`config.mk`:
```
export PLATFORM = sky130hd
export DESIGN_NAME = vmsm_vend_ctrl
export DESIGN_NICKNAME = d
export VERILOG_FILES = /design/src/rtl/vmsm_vend_ctrl.sv
export SDC_FILE = /design/constraint.sdc
export NUM_CORES = 1
export LEC_CHECK = 0
export ABC_AREA = 1
export BUFFER_PORTS_ARGS = -buffer_cell sky130_fd_sc_hd__buf_4
export CAP_MARGIN = 20
export CORE_ASPECT_RATIO = 1.5
export CORE_MARGIN = 5
export CORE_UTILIZATION = 62
export DETAILED_ROUTE_END_ITERATION = 7
export GPL_ROUTABILITY_DRIVEN = 0
export PLACE_DENSITY = 0.86
export SYNTH_ARGS = -nofsm -noshare
export SYNTH_HDL_FRONTEND = slang
export SYNTH_SLANG_ARGS = --single-unit
```
`constraint.sdc`:
```
create_clock -name clk -period 9 [get_ports clk]
set_clock_uncertainty 0.15 [all_clocks]
set_input_delay 0.9 -clock clk [delete_from_list [all_inputs] [get_ports clk]]
set_output_delay 0.9 -clock clk [all_outputs]
set_load 0.02 [all_outputs]
```
`src/rtl/vmsm_vend_ctrl.sv`:
```
// Vending machine credit/dispense sequencer: coin credit, price check, dispense hand-off, unit-wise change.
// Optional idle auto-refund in CREDIT is enabled by defining VMSM_TIMEOUT_EN.
module vmsm_vend_ctrl #(
    parameter int CREDIT_W    = 8,
    parameter int CREDIT_MAX  = 200,
    parameter int PRICE0      = 12,
    parameter int PRICE1      = 15,
    parameter int PRICE2      = 20,
    parameter int PRICE3      = 30,
    parameter int TIMEOUT_CYC = 1000
) (
    input  logic                clk,
    input  logic                reset_n,
    input  logic                coin_valid,
    input  logic [3:0]          coin_units,
    input  logic                sel_valid,
    input  logic [1:0]          sel_id,
    input  logic                cancel,
    output logic                disp_req,
    output logic [1:0]          disp_id,
    input  logic                disp_done,
    output logic                chg_req,
    input  logic                chg_ack,
    output logic                coin_reject,
    output logic                sel_short,
    output logic [CREDIT_W-1:0] credit,
    output logic                busy
);

    typedef enum logic [1:0] {
        ST_IDLE,
        ST_CREDIT,
        ST_DISPENSE,
        ST_CHANGE
    } state_t;

    state_t              r_state,    w_state_nxt;
    logic [CREDIT_W-1:0] r_credit,   w_credit_nxt;
    logic                r_disp_req, w_disp_req_nxt;
    logic [1:0]          r_disp_id,  w_disp_id_nxt;
    logic                r_reject,   w_reject_nxt;
    logic                r_short,    w_short_nxt;

    logic [CREDIT_W:0]   w_sum;
    logic                w_coin_ok;
    logic [CREDIT_W-1:0] w_base;
    logic [CREDIT_W-1:0] w_price;
    logic                w_tmo_hit;

    // One extra bit on the sum so an overflowing coin is caught by the ceiling compare.
    assign w_sum     = {1'b0, r_credit} + (CREDIT_W+1)'(coin_units);
    assign w_coin_ok = coin_valid && (coin_units != 4'd0)
                       && (w_sum <= (CREDIT_W+1)'(CREDIT_MAX))
                       && (r_state == ST_IDLE || r_state == ST_CREDIT);
    assign w_base    = w_coin_ok ? w_sum[CREDIT_W-1:0] : r_credit;

    always_comb begin
        case (sel_id)
            2'd0:    w_price = CREDIT_W'(PRICE0);
            2'd1:    w_price = CREDIT_W'(PRICE1);
            2'd2:    w_price = CREDIT_W'(PRICE2);
            default: w_price = CREDIT_W'(PRICE3);
        endcase
    end

`ifdef VMSM_TIMEOUT_EN
    localparam int TMO_W = (TIMEOUT_CYC > 1) ? $clog2(TIMEOUT_CYC) : 1;
    logic [TMO_W-1:0] r_tmo_cnt;

    always_ff @(posedge clk or negedge reset_n) begin
        if (!reset_n) begin
            r_tmo_cnt <= '0;
        end else if (r_state != ST_CREDIT || w_state_nxt != r_state || w_coin_ok || sel_valid) begin
            r_tmo_cnt <= '0;
        end else begin
            r_tmo_cnt <= r_tmo_cnt + 1'b1;
        end
    end

    assign w_tmo_hit = (r_tmo_cnt == TMO_W'(TIMEOUT_CYC - 1));
`else
    assign w_tmo_hit = 1'b0;
`endif

    // NOTE: every next-value gets a default before the case so no path leaves one unassigned (no latches).
    always_comb begin
        w_state_nxt    = r_state;
        w_credit_nxt   = r_credit;
        w_disp_req_nxt = r_disp_req;
        w_disp_id_nxt  = r_disp_id;
        w_reject_nxt   = coin_valid && !w_coin_ok;
        w_short_nxt    = 1'b0;

        case (r_state)
            ST_IDLE: begin
                if (w_coin_ok) begin
                    w_credit_nxt = w_base;
                    w_state_nxt  = ST_CREDIT;
                end
                w_short_nxt = sel_valid;
            end
            ST_CREDIT: begin
                w_credit_nxt = w_base;
                if (cancel) begin
                    w_state_nxt = ST_CHANGE;
                end else if (sel_valid) begin
                    // Affordability uses pre-coin credit; a same-cycle coin is still banked.
                    if (r_credit >= w_price) begin
                        w_credit_nxt   = w_base - w_price;
                        w_disp_req_nxt = 1'b1;
                        w_disp_id_nxt  = sel_id;
                        w_state_nxt    = ST_DISPENSE;
                    end else begin
                        w_short_nxt = 1'b1;
                    end
                end else if (w_tmo_hit && !w_coin_ok) begin
                    w_state_nxt = ST_CHANGE;
                end
            end
            ST_DISPENSE: begin
                if (disp_done) begin
                    w_disp_req_nxt = 1'b0;
                    w_state_nxt    = (r_credit != '0) ? ST_CHANGE : ST_IDLE;
                end
            end
            default: begin
                if (r_credit == '0) begin
                    w_state_nxt = ST_IDLE;
                end else if (chg_ack) begin
                    w_credit_nxt = r_credit - 1'b1;
                    if (r_credit == CREDIT_W'(1)) begin
                        w_state_nxt = ST_IDLE;
                    end
                end
            end
        endcase
    end

    // NOTE: state registers use non-blocking assignments so all flops update together on the edge.
    always_ff @(posedge clk or negedge reset_n) begin
        if (!reset_n) begin
            r_state    <= ST_IDLE;
            r_credit   <= '0;
            r_disp_req <= 1'b0;
            r_disp_id  <= 2'd0;
            r_reject   <= 1'b0;
            r_short    <= 1'b0;
        end else begin
            r_state    <= w_state_nxt;
            r_credit   <= w_credit_nxt;
            r_disp_req <= w_disp_req_nxt;
            r_disp_id  <= w_disp_id_nxt;
            r_reject   <= w_reject_nxt;
            r_short    <= w_short_nxt;
        end
    end

    assign disp_req    = r_disp_req;
    assign disp_id     = r_disp_id;
    assign chg_req     = (r_state == ST_CHANGE) && (r_credit != '0);
    assign coin_reject = r_reject;
    assign sel_short   = r_short;
    assign credit      = r_credit;
    assign busy        = (r_state == ST_DISPENSE) || (r_state == ST_CHANGE);

endmodule
```
==> results.cfg <==
[outcome]
outcome = finished clean

[place]
place_hpwl_um = 3880
portBuffers = 27
place_area_um2 = 2040

[worst_setup_path]
r2r_slack_ns = 5.31
worstPathRequired_ns = 9.04
rr_startpoint = credit[0]$_DFFE_PN0P_
path_class = in2reg
critPathCaptureType = register
worstPathMaxFanout = 15
startpoint = coin_units[0]
cp-endpoint = credit[7]$_DFFE_PN0P_
cp-start-kind = input pin
critical_path_arrival_ns = 3.98
worstReg2RegEnd = credit[7]$_DFFE_PN0P_
r2r_cells = 23

[route]
drtIter0Drc = 83
finalWirelength_um = 4980
routed-via-count = 1951
wl_per_cell_um = 14.6
vias_per_cell = 5.72
drtAntennaViolNets = 0
dr.pass1.iters = 4
drc_errors = 0

[final_layout]
final_cell_mix = 65 x nand2_1, 43 x inv_1, 31 x nor2_1, 27 x buf_4, 21 x nand3_1
design_area_um2 = 2080
antennaDiodeCount = 0
synthToLayoutAreaGrowth_pct = 13.4
nFillCells = 267
drive_gt1_share_pct = 17.9
nets = 333
final_common_cell = nand2_1

[synthesis]
synth_area_um2 = 1840
dominantRegCellSynth = dfrtp_1
netlist_instances = 278
synth_fa_ha_area_share_pct = 12.4
synthMuxAreaShare_pct = 0
synth-edff-count = 0
synth.avg_cell_area_um2 = 6.60
ys_seq_area_share_pct = 20.4
synth_top_family_by_area = simple AND/OR/NAND/NOR gates
ys.warnings.count = 0
synthArstFlopShare_pct = 100
synth-compound-area-share_pct = 15.9
synthSimpleGateAreaFrac_pct = 38.7
syn-num-nets = 308
ys_types = 41
synth_xor_area_share_pct = 0.954
ys_ff_latch = 15

[clock_tree]
path_clk_slew_ns = 0.07
clockBufferDepth = 2
cts_resized = 0
root_buffer = clkbuf_8
cts_setup_buffers = 0
htreeDepth = 1
insertion_delay_ns = 0.25
ctsHoldBuffers = 0
cts_tree = done
cts_made_buffers = 3
cts_sinks = 15

[timing]
period_minus_slack_ns = 3.94
rsz0062_at_grt = false
worst_pin_slew_ns = 0.619
drv_slew = 0
slew_headroom_pct = 58.4
setup-tns-final_ns = 0
setup_viol = 0
hold_viol = 0
fmax_mhz = 254
fin_crit_sh_pct = 43.8

[grt]
globalRouteOverflowTotal = 0
grt_pass1_vias = 1860
grt_usage_pct = 26.7
grt_antenna_before_repair = 0
grt_start_max_net_pins = 16
grt_pass1_wl_um = 8530

[power]
p_clk_share_pct = 6.9
combPwrFrac_pct = 74.0
leakage_nw = 1.10
power.switching_mw = 0.487
p_seq_share_pct = 19.1
p_sw_share_pct = 57.6
p_int_mw = 0.359
powerDensity_nw_per_um2 = 406
ir_drop_mv = 0.289

[floorplanning]
dieArea_um2 = 4170
die_w_um = 54.4
dieHeight_um = 76.6
core_um2 = 2880
io_pins = 28
start_util_pct = 63.7
rows = 24

[job]
maxCapViolations = 0

[worst_hold_path]
holdCritPathClass = reg2reg
==> metrics by stage <==
stage | setup slack, ns | util, % | total power [mW] | instances | hold WS (ns)
final | 5.06 | 72.2 | 0.845 | 341 | 0.343
after CTS | 5.11 | 72.2 | 0.841 | 341 | 0.342
after floorplan | 5.19 | - | 0.628 | 278 | 0.433
after global routing | 4.78 | 72.2 | 0.928 | 341 | 0.357
after global placement | 4.98 | 70.6 | 0.766 | 337 | 0.319
after detailed placement | 4.88 | 70.6 | 0.777 | 337 | 0.321
==> area by class of cell <==
| cell class | count | area [um2] | area share [%] |
|---|---|---|---|
| Clock buffer | 3 | 41.3 | 1.98 |
| Timing Repair Buffer | 27 | 203 | 9.74 |
| Multi-Input combinational cell | 213 | 1250 | 59.9 |
| Inverter | 43 | 161 | 7.75 |
| Clock inverter | 1 | 5.00 | 0.240 |
| Sequential cell | 15 | 375 | 18.0 |
| Tap cell | 39 | 48.8 | 2.34 |
==> worst max-delay path, stage by stage <==
cell and delay, ns:
buf_4 0.09, ha_1 0.18, inv_1 0.06, fa_1 0.39
inv_1 0.10, nand3_2 0.08, nand2_2 0.09, nand3_1 0.08
nor2_1 0.20, nor3_4 0.08, nand2_4 0.21, nand2_1 0.09
o21ai_2 0.08, inv_1 0.08, ha_1 0.35, nand2_1 0.13
nand2_1 0.11, nor2_4 0.18, nand3_4 0.09, nor2_2 0.10
nand2_1 0.06, nand2_1 0.06, nand3_2 0.06, a21oi_2 0.13
==> synth_stat cells, types with 3 or more instances <==
cell type  count  area share [%]
dfrtp_1       15              20
nor3_1         5             1.4
ha_1          15              10
o21ai_1        4             1.1
nor2_1        31             6.3
a21oi_1       15             4.1
o21ai_0       14             3.8
nand2_1       65              13
nand2_4        3             1.8
nand3_1       21             5.7
inv_1         43             8.8
nand4_1        4             1.4
nand2_2        6             2.0
==> registers in the layout, summed over array words and instances, names as in the netlist <==
register     flops
r_state          2
credit           8
coin_reject      1
disp_id          2
sel_short        1
disp_req         1
==> power by group through the flow <==
stage | Clock [mW] | Combinational [mW] | Sequential (mW)
global placement | 0 | 0.606 | 0.160
finish | 0.0579 | 0.626 | 0.161
CTS | 0.0582 | 0.623 | 0.159
detailed placement | 0 | 0.617 | 0.161
global route | 0.0607 | 0.701 | 0.167
floorplan | 0 | 0.465 | 0.164
==> worst min-delay path by stage <==
stage	start	end	slack, ns	cells past startpoint
floorplan	disp_req$_DFFE_PN0P_	disp_req$_DFFE_PN0P_	0.43	2
global placement	disp_req$_DFFE_PN0P_	disp_req$_DFFE_PN0P_	0.32	2
detailed placement	disp_req$_DFFE_PN0P_	disp_req$_DFFE_PN0P_	0.32	2
CTS	disp_req$_DFFE_PN0P_	disp_req$_DFFE_PN0P_	0.34	2
global route	reset_n	credit[1]$_DFFE_PN0P_	0.36	1
finish	disp_req$_DFFE_PN0P_	disp_req$_DFFE_PN0P_	0.34	2
==> layer usage <==
| metal | vias to the layer above | share of wire (%) | global-route usage, % |
|---|---|---|---|
| met3 | 15 | 5.0 | 2.74 |
| li1 | 960 | - | - |
| met5 | - | 0 | 0 |
| met2 | 74 | 53 | 46.3 |
| met1 | 902 | 39 | 32.6 |
| met4 | 0 | 2.8 | 8.73 |
==> cells by family after synthesis <==
group | count (synthesis)
flops | 15
buf+inv | 50
simple gates | 146
xor+xnor | 2
fa+ha+maj | 17
compound gates | 48
(Power assumes the default switching activity.)
